File: src/rtl/sysid_check_ctrl.sv
// Reads the system ID and build timestamp from a sysid slave over Avalon-MM
// and reports whether both match the values this build expects.
//
// state | meaning
// IDLE  | waiting for start; results from the last check are held
// RD_ID | reading slave address 0 (system ID)
// RD_TS | reading slave address 1 (build timestamp)
// CHECK | one-cycle compare; results and done registered on exit
module sysid_check_ctrl #(
   parameter logic [31:0] EXPECTED_ID = 32'd1800062834,
   parameter logic [31:0] EXPECTED_TS = 32'd1308259129,
   parameter int unsigned TIMEOUT     = 255
) (
   input  logic        clk,
   input  logic        reset,
   input  logic        start,
   output logic        busy,
   output logic        done,
   output logic        pass,
   output logic        id_mismatch,
   output logic        ts_mismatch,
   output logic        timeout_err,
   output logic [31:0] id_value,
   output logic [31:0] ts_value,
   output logic        avm_address,
   output logic        avm_read,
   input  logic [31:0] avm_readdata,
   input  logic        avm_waitrequest
);

   typedef enum logic [1:0] {
      IDLE  = 2'd0,
      RD_ID = 2'd1,
      RD_TS = 2'd2,
      CHECK = 2'd3
   } state_t;

   localparam logic [15:0] TIMEOUT_CNT = 16'(TIMEOUT);

   state_t      state;
   logic [15:0] stall_cnt;
   logic        id_got;
   logic        ts_got;

   always_ff @(posedge clk) begin
      if (reset) begin
         state       <= IDLE;
         stall_cnt   <= '0;
         id_got      <= 1'b0;
         ts_got      <= 1'b0;
         busy        <= 1'b0;
         done        <= 1'b0;
         pass        <= 1'b0;
         id_mismatch <= 1'b0;
         ts_mismatch <= 1'b0;
         timeout_err <= 1'b0;
         id_value    <= '0;
         ts_value    <= '0;
         avm_address <= 1'b0;
         avm_read    <= 1'b0;
      end else begin
         done <= 1'b0;
         case (state)
            IDLE: begin
               if (start) begin
                  state       <= RD_ID;
                  busy        <= 1'b1;
                  avm_read    <= 1'b1;
                  avm_address <= 1'b0;
                  stall_cnt   <= '0;
                  id_got      <= 1'b0;
                  ts_got      <= 1'b0;
                  pass        <= 1'b0;
                  id_mismatch <= 1'b0;
                  ts_mismatch <= 1'b0;
                  timeout_err <= 1'b0;
               end
            end

            RD_ID: begin
               // acceptance wins over a timeout on the same edge
               if (!avm_waitrequest) begin
                  id_value    <= avm_readdata;
                  id_got      <= 1'b1;
                  state       <= RD_TS;
                  avm_address <= 1'b1;
                  stall_cnt   <= '0;
               end else if (stall_cnt == TIMEOUT_CNT) begin
                  state       <= CHECK;
                  avm_read    <= 1'b0;
                  avm_address <= 1'b0;
                  timeout_err <= 1'b1;
               end else begin
                  stall_cnt <= stall_cnt + 16'd1;
               end
            end

            RD_TS: begin
               if (!avm_waitrequest) begin
                  ts_value    <= avm_readdata;
                  ts_got      <= 1'b1;
                  state       <= CHECK;
                  avm_read    <= 1'b0;
                  avm_address <= 1'b0;
               end else if (stall_cnt == TIMEOUT_CNT) begin
                  state       <= CHECK;
                  avm_read    <= 1'b0;
                  avm_address <= 1'b0;
                  timeout_err <= 1'b1;
               end else begin
                  stall_cnt <= stall_cnt + 16'd1;
               end
            end

            CHECK: begin
               // a read that never completed reports no mismatch
               state       <= IDLE;
               busy        <= 1'b0;
               done        <= 1'b1;
               id_mismatch <= id_got && (id_value != EXPECTED_ID);
               ts_mismatch <= ts_got && (ts_value != EXPECTED_TS);
               pass        <= !timeout_err && id_got && ts_got &&
                              (id_value == EXPECTED_ID) &&
                              (ts_value == EXPECTED_TS);
            end

            default: begin
               state    <= IDLE;
               busy     <= 1'b0;
               avm_read <= 1'b0;
            end
         endcase
      end
   end

endmodule

File: config.mk
export PLATFORM = sky130hd
export DESIGN_NAME = sysid_check_ctrl
export DESIGN_NICKNAME = d
export VERILOG_FILES = /design/src/rtl/sysid_check_ctrl.sv
export SDC_FILE = /design/constraint.sdc
export NUM_CORES = 1
export LEC_CHECK = 0
export ABC_AREA = 1
export CAP_MARGIN = 30
export CORE_MARGIN = 3
export CORE_UTILIZATION = 40
export CTS_CLUSTER_SIZE = 10
export DETAILED_ROUTE_END_ITERATION = 10
export PLACE_DENSITY = 0.73
export SYNTH_ARGS = -nofsm -noshare
export SYNTH_HDL_FRONTEND = slang
export SYNTH_SLANG_ARGS = --single-unit
File: constraint.sdc
create_clock -name clk -period 1.9 [get_ports clk]
set_input_delay 0.38 -clock clk [delete_from_list [all_inputs] [get_ports clk]]
set_output_delay 0.38 -clock clk [all_outputs]
set_load 0.01 [all_outputs]
After elaboration in Yosys (flattened, before gate mapping) --
Index checks and enable logic that the tools add are counted.
Word-level totals: register bits 92, bits in latches 0, RAM bits 0, memory bits (read-only) 0, input port bits 36, output and inout bits 72, logic and storage cells 85, memories 0
Operators by class: $add $sub $neg 1, multipliers 0, divide/modulo/power cells 0, magnitude comparators 0, equal/unequal tests 15, shifts and indexed selects 0, multiplexer cells 31, bitwise logic cells 1, reduce and logical (&&, ||, !) cells 23
Operators with widths (count):
- 32-bit by 31-bit equality test with 1-bit output, second input constant | 2
- 16-bit two-way mux | 4
- 32-bit by 31-bit inequality test with 1-bit output, second input constant | 2
- 16-bit case mux with 3 select lines | 1
- 16-bit by 1-bit adder with 16-bit output, second input constant | 1
- 16-bit by 8-bit equality test with 1-bit output, second input constant | 1
- 1-bit case mux with 2 select lines | 7
- 1-bit two-way mux | 12
- 3-bit AND reduction | 4
- 2-bit inequality test, second input constant | 5
- 2-bit two-way mux | 4
- 2-bit case mux with 4 select lines | 1
- 2-bit AND reduction | 4
- 2-bit nonzero test | 4
- 1-bit logical AND | 6
- 1-bit case mux with 3 select lines | 2
- 2-bit equality test, second input constant | 2
- 2-bit by 1-bit inequality test with 1-bit output, second input constant | 2
- 4-bit AND reduction | 1
- 3-bit nonzero test | 1
- 2-bit by 1-bit equality test with 1-bit output, second input constant | 1
- 2-bit zero test | 1
- 2-bit OR reduction | 1
- 1-bit zero test | 1
- 1-bit inverter | 1

Longest topological paths before layout --
Gate-level depths: netlist of run 1.
depth in word-level cells 6, gate-level depth with buffers 11, mapped depth without buffers 10

Worst setup path after synthesis of run 1 --
No wires, ideal clock.
kind register to register, start point register state[0], end point register stall_cnt[10], library setup time 0.119 ns, data arrival time 1.443 ns, required time 1.781 ns, slack 0.338 ns, stages on the path, launching flop included 10, buffers on the path 1, period minus slack after synthesis 1.562 ns, path through dfxtp_1 inv_1 ha_1 nand2_2 nand2_2 nor2_8 buf_6 nand3_1 o21ai_2 a21oi_1
Between the ends: longest elaborated chain between the ends 3, elaborated cells between the ends (all ways) 8, those cells by class eq/ne: 4; mux: 1; reduce/logical: 3
Ends and longest elaborated chain:
- from (decl) | RTL line 40 | state_t state;
- from (signal assigned) | RTL line 47 | state <= IDLE;
- from (signal assigned) | RTL line 66 | state <= RD_ID;
- from (signal assigned) | RTL line 85 | state <= RD_TS;
- 2-bit equality test (tied with other cells) | RTL line 63 | case (state)
- 2-bit inequality test (no source line) or 3-bit nonzero test (tied branches)
- 3-bit AND reduction (no source line)
- to (signal assigned) | RTL line 94 | stall_cnt <= stall_cnt + 16'd1;
- to (signal assigned) | RTL line 111 | stall_cnt <= stall_cnt + 16'd1;
- to (decl) | RTL line 41 | logic [15:0] stall_cnt;
Several ways; a longest one is shown, not always the timed one. A chain may end at the register's enable or synchronous reset.

Worst setup path in the final report of run 1 --
start point register state[0], end point register stall_cnt[15]
The elaborated chain is that of the path after synthesis.

==> reports/qor.csv, run 1 <==
metric,value,unit
run_status,completed,
clock_network_fraction_of_design_power,0.331,
fp.dieArea,0.01127,mm2
startpoint,state[0]$_SDFFE_PP0P_,
max-slew-margin-rel,0.7895,
ios,108,
synthCells,566,
yosys_register_bits,92,
period_needed,1.762,ns
timing.hold.worst.start,pass$_SDFFE_PP0P_,
ys.warnings.count,0,
pleak,0.002244,uW
dr_total_vias,3993,
crit_slowest_cell,dfxtp_1,
final.setup.worst_slack,0.1376,ns
final-max-slew-violation-count,0,
place_congestion,0.8978,
category_of_cells_accounting_for_the_largest_share_of_critical_path_delay,simple AND/OR/NAND/NOR gates,
dr_iter_0_viols,124,
period_share,0.9276,
dp_slack,-0.02875,ns
drt-vias-per-instance,4.936,
areaGrowthSynthToFinish,37.18,%
compound_cell_area_share_of_the_yosys_netlist,0.1628,
place.port_buffers,107,
antenna_found_initial,0,
synth_sequential_area_ratio,0.4591,
antennaDiodeCount,0,
combPwrFrac,0.160,
power.share.switching,0.2635,
synth_cell_type_count,32,
drv.max_cap_violation_count,0,
netSwitchingPower,1078,uW
worst-setup-path-type,reg -> reg,
ys.flop_type,dfxtp_1,
fmax,0.5674,GHz
worst_path_most_repeated_cell,nand2_2,
die_h,106.1,um
min-delay-path-class,reg -> reg,
clkTransAtPathRegs,0.09,ns
syn_area,0.004011,mm2
cpPeakStageDelay,0.43,ns
start_util,0.4221,
ffs_w_async_s_r_synth,0,
setup_violations,0,
post_cts_buffers,0,
final_clock_skew,0.006863,ns
syn-mean-instance-area,7.087,um2
critPathMaxFanout,10,
drt_pass1_iterations,4,
arrival,2.02,ns
worst_ir_drop_vdd,437.1,uV
core.rowCount,35,
grt-ovfl-total,0,
seq_power_share,0.509,
cts_resized,0,
worstPathBufferInverterCount,2,
proportion_of_layout_cells_with_a_drive_suffix_above_1,0.07941,
final_antenna_net_count,0,
grt_start_max_net_pins,67,
core_area,0.009503,mm2
cts_tree,done,
num-nets-final,717,
cts.hold.buffers_added,0,
first_global_vias,3822,
yosys.area_share.simple,0.2739,
power.total,4091,uW
timing.critical_path.cells,inv_1 > ha_1 > nand2_2 > nand2_2 > nor2_8 > buf_4 > nand3_1 > xor2_1 > nor2_1,
totalWireLength,11.14,mm
clock-root-buffer,clkbuf_8,
cell_count_post_placement,794,
post-dp-hpwl,8.015,mm
worst_skew_pair.late_latency,0.36,ns
dieWidth,106.1,um
tightest_slew,0.3147,ns
setup.worst_path.end_class,flip-flop,
synth_enable_flop_cells,0,
reg2reg_from,state[0]$_SDFFE_PP0P_,
drt_wl_cell,13.76,um
hold_viol_final,0,
crit_required,2.15,ns
clock-sinks,92,
post-route-drc-count,0,
finish.cell_count_without_fillers,809,
pwr_density_cell,743.5,mW/mm2
rsz0062_at_grt,no,
syn_nets,607,
xor_xnor_portion_of_the_synthesized_cell_area,0.004367,
grt_pass1_wl,18.51,mm
internal-power,3013,uW
track_usage,0.2009,
synth_top_family_by_area,simple AND/OR/NAND/NOR gates,
cts.htree.levels,3,
tritoncts.num_buffers,9,
synthAdderAreaFrac,0.01560,
worstSetupStartpointType,flip-flop,
muxShareOfSynthArea,0,
cts_max_path_buffers,2,
[through the flow]
step,utilization,TNS (ns),area (um2),hold slack [ns]
after global routing,0.5791,0,5503,0.4879
final,0.5791,0,5503,0.4746
after floorplan,-,0,4011,0.4481
after global placement,0.5580,0,5303,0.4538
after CTS,0.5791,0,5503,0.4778
after detailed placement,0.5580,-0.08815,5303,0.4638
[state kept, by name, indices dropped and copies added, names as in the netlist]
name	flops
stall_cnt	16
id_got	1
timeout_err	1
pass	1
id_value	32
ts_mismatch	1
state	2
ts_got	1
ts_value	32
avm_address	1
id_mismatch	1
busy	1
avm_read	1
done	1
[logic make-up (layout without fill, tap and decap cells)]
group | after synthesis | count (layout)
compound gates | 120 | 120
fa+ha+maj | 5 | 5
buf+inv | 82 | 196
xor+xnor | 2 | 2
simple gates | 265 | 265
flops | 92 | 92
[power by group through the flow]
| stage | Sequential, uW | Clock [uW] | Combinational [uW] |
|---|---|---|---|
| final | 2080 | 1350 | 655 |
| after global routing | 2100 | 1450 | 717 |
| after CTS | 2080 | 1380 | 655 |
| after detailed placement | 2130 | 0 | 652 |
| after global placement | 2120 | 0 | 645 |
| after floorplan | 2150 | 0 | 270 |
[per-layer routing]
metal  track usage  vias up  share of wire
met2        0.3100      122           0.43
met3       0.07711       14          0.096
met1        0.2572     1839           0.45
li1              -     2018              -
met4       0.06753        0          0.017
met5             0        -              0
[cells in the final DEF, fill, tap and decap left out, types with 10 or more instances in the layout]
cell type / synthesis / layout
nor2_1: 154 / 154
clkdlybuf4s50_1: 0 / 107
dfxtp_1: 92 / 92
o21ai_0: 74 / 74
nand2_1: 69 / 69
inv_1: 55 / 55
a21oi_1: 28 / 28
nand3_1: 20 / 20
clkbuf_8: 0 / 11
buf_4: 1 / 10
[worst register-to-register path, cell delays in order (launching register included)]
cell and delay (ns):
dfxtp_1 0.43, inv_1 0.09, ha_1 0.27, nand2_2 0.11, nand2_2 0.11, nor2_8 0.14
buf_4 0.18, nand3_1 0.11, xor2_1 0.15, nor2_1 0.05
[final timing paths]
path / end / slack (ns) / cells after the start
max reg2reg: stall_cnt[15]$_SDFFE_PP0P_ / 0.14 / 9
min: pass$_SDFFE_PP0P_ / 0.47 / 2
max: stall_cnt[15]$_SDFFE_PP0P_ / 0.14 / 9
min reg2reg: pass$_SDFFE_PP0P_ / 0.47 / 2
[final cells by class]
cell class | instances | area [um2]
sequential | 92 | 1842
timing repair buffer | 122 | 1246
clock inverter | 4 | 48.80
tap | 129 | 161.4
fill | 920 | 4000
clock buffer | 11 | 151.4
inverter | 59 | 221.5
multi-input combinational | 392 | 1832
[cell usage after synthesis, drive strengths merged, types with 2 or more instances]
cell / number / share of area
buf: 9 / 0.016
dfxtp: 92 / 0.46
nand2: 73 / 0.071
clkbuf: 14 / 0.013
nand4: 5 / 0.0078
ha: 5 / 0.016
o21ai: 80 / 0.10
nand3: 20 / 0.025
nor2: 158 / 0.16
xor2: 2 / 0.0044
nor3: 6 / 0.0087
inv: 59 / 0.055
a21oi: 36 / 0.052
(Power assumes the default switching activity.)
==> inputs of run 2 (changes only) <==
--- a/config.mk
+++ b/config.mk
@@ -7,11 +7,13 @@
 export LEC_CHECK = 0
 export ABC_AREA = 1
 export CAP_MARGIN = 30
+export CELL_PAD_IN_SITES_DETAIL_PLACEMENT = 0
+export CELL_PAD_IN_SITES_GLOBAL_PLACEMENT = 1
 export CORE_MARGIN = 3
-export CORE_UTILIZATION = 40
+export CORE_UTILIZATION = 34
 export CTS_CLUSTER_SIZE = 10
 export DETAILED_ROUTE_END_ITERATION = 10
-export PLACE_DENSITY = 0.73
+export PLACE_DENSITY = 0.85
 export SYNTH_ARGS = -nofsm -noshare
 export SYNTH_HDL_FRONTEND = slang
 export SYNTH_SLANG_ARGS = --single-unit
==> reports/qor.csv, run 2 (synthesis results as in run 1) <==
metric,value,unit
worst-setup-path-type,reg -> reg,
run_status,completed,
ios,108,
pleak,0.002309,uW
groute.layer.met2.usage,0.2689,
fmax,0.5803,GHz
tightest_slew,0.3001,ns
grt_util_met1,0.2462,
reg2reg_setup_slack,0.18,ns
critPathMaxFanout,6,
worst_ir_drop_vdd,404.4,uV
track_usage,0.1805,
globalRouteMet3Util,0.06607,
power.total,4433,uW
cts_tree,done,
layout.cells.most_common_list,"nor2_1 (154), clkdlybuf4s50_1 (107), dfxtp_1 (92)",
antennaDiodeCount,0,
crit_required,2.17,ns
pwr_density_cell,785.2,mW/mm2
final-max-slew-violation-count,0,
top_usage_layer,met2,
die_h,114.6,um
placement.cell_area,0.005370,mm2
grt_start_max_net_pins,40,
finish.cell_count_without_fillers,829,
cts.htree.levels,3,
clkTransAtPathRegs,0.07,ns
cts_max_path_buffers,2,
post-route-cell-area,0.005645,mm2
min-delay-path-class,reg -> reg,
arrival,2.00,ns
layout_top_registers,"id_value x32, ts_value x32, stall_cnt x16",
fp.dieArea,0.01314,mm2
drt_pass1_iterations,5,
drv.max_cap_violation_count,0,
totalWireLength,11.44,mm
grt_pass1_wl,18.98,mm
antenna_found_initial,0,
most_common_library_cell_in_the_layout_ignoring_fill_and_taps,nor2_1,
tritoncts.num_buffers,9,
cts_resized,0,
hold_viol_final,0,
clock-root-buffer,clkbuf_16,
post-route-drc-count,0,
cts.hold.buffers_added,0,
clock-sinks,92,
setup_violations,0,
place.port_buffers,107,
final_clock_skew,0.006787,ns
post-dp-hpwl,8.397,mm
rsz0062_at_grt,yes,
grt-ovfl-total,0,
place_congestion,0.8478,
drt-vias-per-instance,4.748,
cell_count_post_placement,813,
proportion_of_layout_cells_with_a_drive_suffix_above_1,0.08746,
drt_wl_cell,13.80,um
num-nets-final,722,
max-slew-margin-rel,0.7993,
fin_hold_ws,0.4677,ns
period_share,0.9069,
dr_iter_0_viols,154,
core.rowCount,39,
areaGrowthSynthToFinish,40.74,%
first_global_vias,3852,
worstSetupStartpointType,flip-flop,
setup.worst_path.end_class,flip-flop,
dr_total_vias,3936,
worst_skew_pair.late_latency,0.33,ns
period_needed,1.723,ns
dieWidth,114.6,um
core_area,0.01147,mm2
final_antenna_net_count,0,
post_cts_buffers,0,
start_util,0.3498,
run 2: cell count changes in the layout (fill, tap and decap cells not counted), sizes merged:
| cell | before | now |
|---|---|---|
| clkbuf | 11 | 9 |
| inv | 59 | 61 |
| clkinv | 3 | 5 |
| bufinv | 1 | 0 |
| buf | 15 | 20 |
run 2: power breakdown:
part | internal (uW) | switching [uW] | total [uW]
combinational | 340 | 330 | 670
sequential | 2020 | 66.6 | 2080
clock | 894 | 786 | 1680
total | 3250 | 1180 | 4430
run 2: final timing paths:
| check | cells after the start | endpoint | startpoint |
|---|---|---|---|
| setup / recovery | 10 | stall_cnt[6]$_SDFFE_PP0P_ | state[0]$_SDFFE_PP0P_ |
| hold / removal | 2 | pass$_SDFFE_PP0P_ | pass$_SDFFE_PP0P_ |
| setup reg to reg | 10 | stall_cnt[6]$_SDFFE_PP0P_ | state[0]$_SDFFE_PP0P_ |
| hold reg to reg | 2 | pass$_SDFFE_PP0P_ | pass$_SDFFE_PP0P_ |
run 2: per-stage QoR:
step / TNS (ns) / utilization / setup slack (ns)
final: 0 / 0.4923 / 0.1768
after global routing: -0.01713 / 0.4923 / -0.01713
after CTS: 0 / 0.4923 / 0.1688
after detailed placement: -0.03492 / 0.4683 / -0.01546
after global placement: 0 / 0.4683 / 0.02713
after floorplan: 0 / - / 0.3379
run 2: area by class of cell:
class | count | area, um2
multi-input cells | 392 | 1832
repair buffers | 127 | 1296
fillers | 1137 | 5822
inverters | 59 | 221.5
well taps | 143 | 178.9
clock inverters | 7 | 50.05
clock buffers | 9 | 225.2
flip-flops and latches | 92 | 1842
run 2: critical path, stage by stage, from the launching register on:
cell,delay (ns)
dfxtp_1,0.41
inv_1,0.10
ha_1,0.27
nand2_2,0.10
nand2_2,0.10
nor2_8,0.13
buf_4,0.15
nand3_1,0.11
inv_1,0.12
nand2_1,0.07
a21oi_2,0.10
run 2: per-layer routing:
| layer | up-vias | routed length [um] |
|---|---|---|
| met5 | - | 0 |
| met4 | 0 | 82 |
| met3 | 5 | 895 |
| met1 | 1798 | 5299 |
| met2 | 107 | 5164 |
| li1 | 2026 | - |
==> inputs of run 3 (changes only) <==
--- a/config.mk
+++ b/config.mk
@@ -11,8 +11,10 @@
 export CELL_PAD_IN_SITES_GLOBAL_PLACEMENT = 1
 export CORE_MARGIN = 3
 export CORE_UTILIZATION = 34
+export CTS_CLUSTER_DIAMETER = 120
 export CTS_CLUSTER_SIZE = 10
 export DETAILED_ROUTE_END_ITERATION = 10
+export GPL_ROUTABILITY_DRIVEN = 0
 export PLACE_DENSITY = 0.85
 export SYNTH_ARGS = -nofsm -noshare
 export SYNTH_HDL_FRONTEND = slang
==> reports/qor.csv, run 3 (synthesis results as in run 1) <==
metric,value,unit
run_status,completed,
fmax,0.5682,GHz
dp_slack,-0.08851,ns
post_cts_buffers,0,
clock-sinks,92,
final_core_utilization,0.4909,
core.rowCount,39,
worstPathBufferInverterCount,0,
clkTransAtPathRegs,0.07,ns
dr_total_vias,4048,
critPathMaxFanout,13,
cts_tree,done,
hold_viol_final,0,
place.port_buffers,107,
reg2reg_setup_slack,0.14,ns
tightest_slew,0.3264,ns
arrival,2.03,ns
post-route-drc-count,0,
worst_skew_pair.late_latency,0.34,ns
pleak,0.002294,uW
grt_start_max_net_pins,40,
setup_violations,0,
setup.worst_path.end_class,flip-flop,
core_area,0.01147,mm2
drt_pass1_iterations,4,
drt_wl_cell,14.28,um
worstSetupStartpointType,flip-flop,
grt_pass1_wl,19.09,mm
tritoncts.num_buffers,9,
clock-root-buffer,clkbuf_16,
max-slew-margin-rel,0.7817,
cts.hold.buffers_added,0,
cpPeakStageDelay,0.38,ns
rsz0062_at_grt,no,
timing.critical_path.cells,ha_1 > nand3_1 > nor2_4 > nand2_2 > nand2_1 > nor2_1 > nor3_2,
areaGrowthSynthToFinish,40.33,%
ios,108,
layout.cells.most_common_list,"nor2_1 (154), clkdlybuf4s50_1 (107), dfxtp_1 (91)",
worst_ir_drop_vdd,662.0,uV
track_usage,0.1830,
grt-ovfl-total,0,
min-delay-path-class,reg -> reg,
antenna_found_initial,0,
crit_slowest_cell,dfxtp_1,
start_util,0.3498,
drt-vias-per-instance,4.883,
final_antenna_net_count,0,
pwr_density_cell,785.1,mW/mm2
crit_required,2.17,ns
num-nets-final,722,
proportion_of_layout_cells_with_a_drive_suffix_above_1,0.08746,
post-dp-hpwl,8.673,mm
dr_iter_0_viols,234,
first_global_vias,3928,
period_share,0.9262,
most_common_library_cell_in_the_layout_ignoring_fill_and_taps,nor2_1,
power.total,4419,uW
period_needed,1.760,ns
layout_top_registers,"id_value x32, ts_value x32, stall_cnt x16",
final_clock_skew,0.008880,ns
die_h,114.6,um
dieWidth,114.6,um
cts.htree.levels,3,
cts_max_path_buffers,2,
drv.max_cap_violation_count,0,
antennaDiodeCount,0,
totalWireLength,11.84,mm
category_of_cells_accounting_for_the_largest_share_of_critical_path_delay,simple AND/OR/NAND/NOR gates,
fp.dieArea,0.01314,mm2
worst-setup-path-type,reg -> reg,
final.setup.worst_slack,0.1402,ns
final-max-slew-violation-count,0,
## run 3: cell types whose count changed in the layout (fill, tap and decap cells not counted), sizes merged
cell and delta:
clkinvlp +1, clkbuf +2, clkinv -3
## run 3: timing repair
action / CTS / global route
gates resized for setup: 0 / 2
hold endpoints to repair: 0 / 0
endpoints found under the setup margin: 0 / 6
## run 3: per-stage QoR
step	cells	cell area (um2)	hold slack [ns]	TNS, ns
global route	829	5629	0.4965	0
global placement	813	5358	0.4530	-0.01515
floorplan	566	4011	0.4481	0
detailed placement	813	5358	0.4628	-0.7202
CTS	829	5625	0.4727	0
finish	829	5629	0.4713	0
## run 3: final cells by class
cell class | instances | area (um2)
Timing Repair Buffer | 127 | 1284
Clock inverter | 5 | 35.03
Sequential cell | 92 | 1843
Multi-Input combinational cell | 392 | 1834
Inverter | 59 | 221.5
Fill cell | 1129 | 5838
Clock buffer | 11 | 232.7
Tap cell | 143 | 178.9
## run 3: worst paths after layout
check                                          startpoint                        end  depth (start not counted)
worst max-delay path            stall_cnt[0]$_SDFFE_PP0P_  stall_cnt[1]$_SDFFE_PP0P_                          7
worst min-delay path                    pass$_SDFFE_PP0P_          pass$_SDFFE_PP0P_                          2
worst max register to register  stall_cnt[0]$_SDFFE_PP0P_  stall_cnt[1]$_SDFFE_PP0P_                          7
worst min register to register          pass$_SDFFE_PP0P_          pass$_SDFFE_PP0P_                          2
## run 3: worst reg2reg max path: stages, from the launching register on
cell	delay [ns]
dfxtp_1	0.38
ha_1	0.19
nand3_1	0.23
nor2_4	0.21
nand2_2	0.19
nand2_1	0.25
nor2_1	0.08
nor3_2	0.14
## run 3: routing by layer
layer / up-vias / global-route usage / part of all wire
met5: - / 0 / 0
met4: 0 / 0.05542 / 0.014
met3: 15 / 0.06501 / 0.073
met2: 105 / 0.2945 / 0.47
met1: 1898 / 0.2299 / 0.44
li1: 2030 / - / -
## run 3: report_power, final
group          internal [uW]  switching (uW)
combinational            333             333
clock                    893             775
sequential              2020            68.4
total                   3240            1180
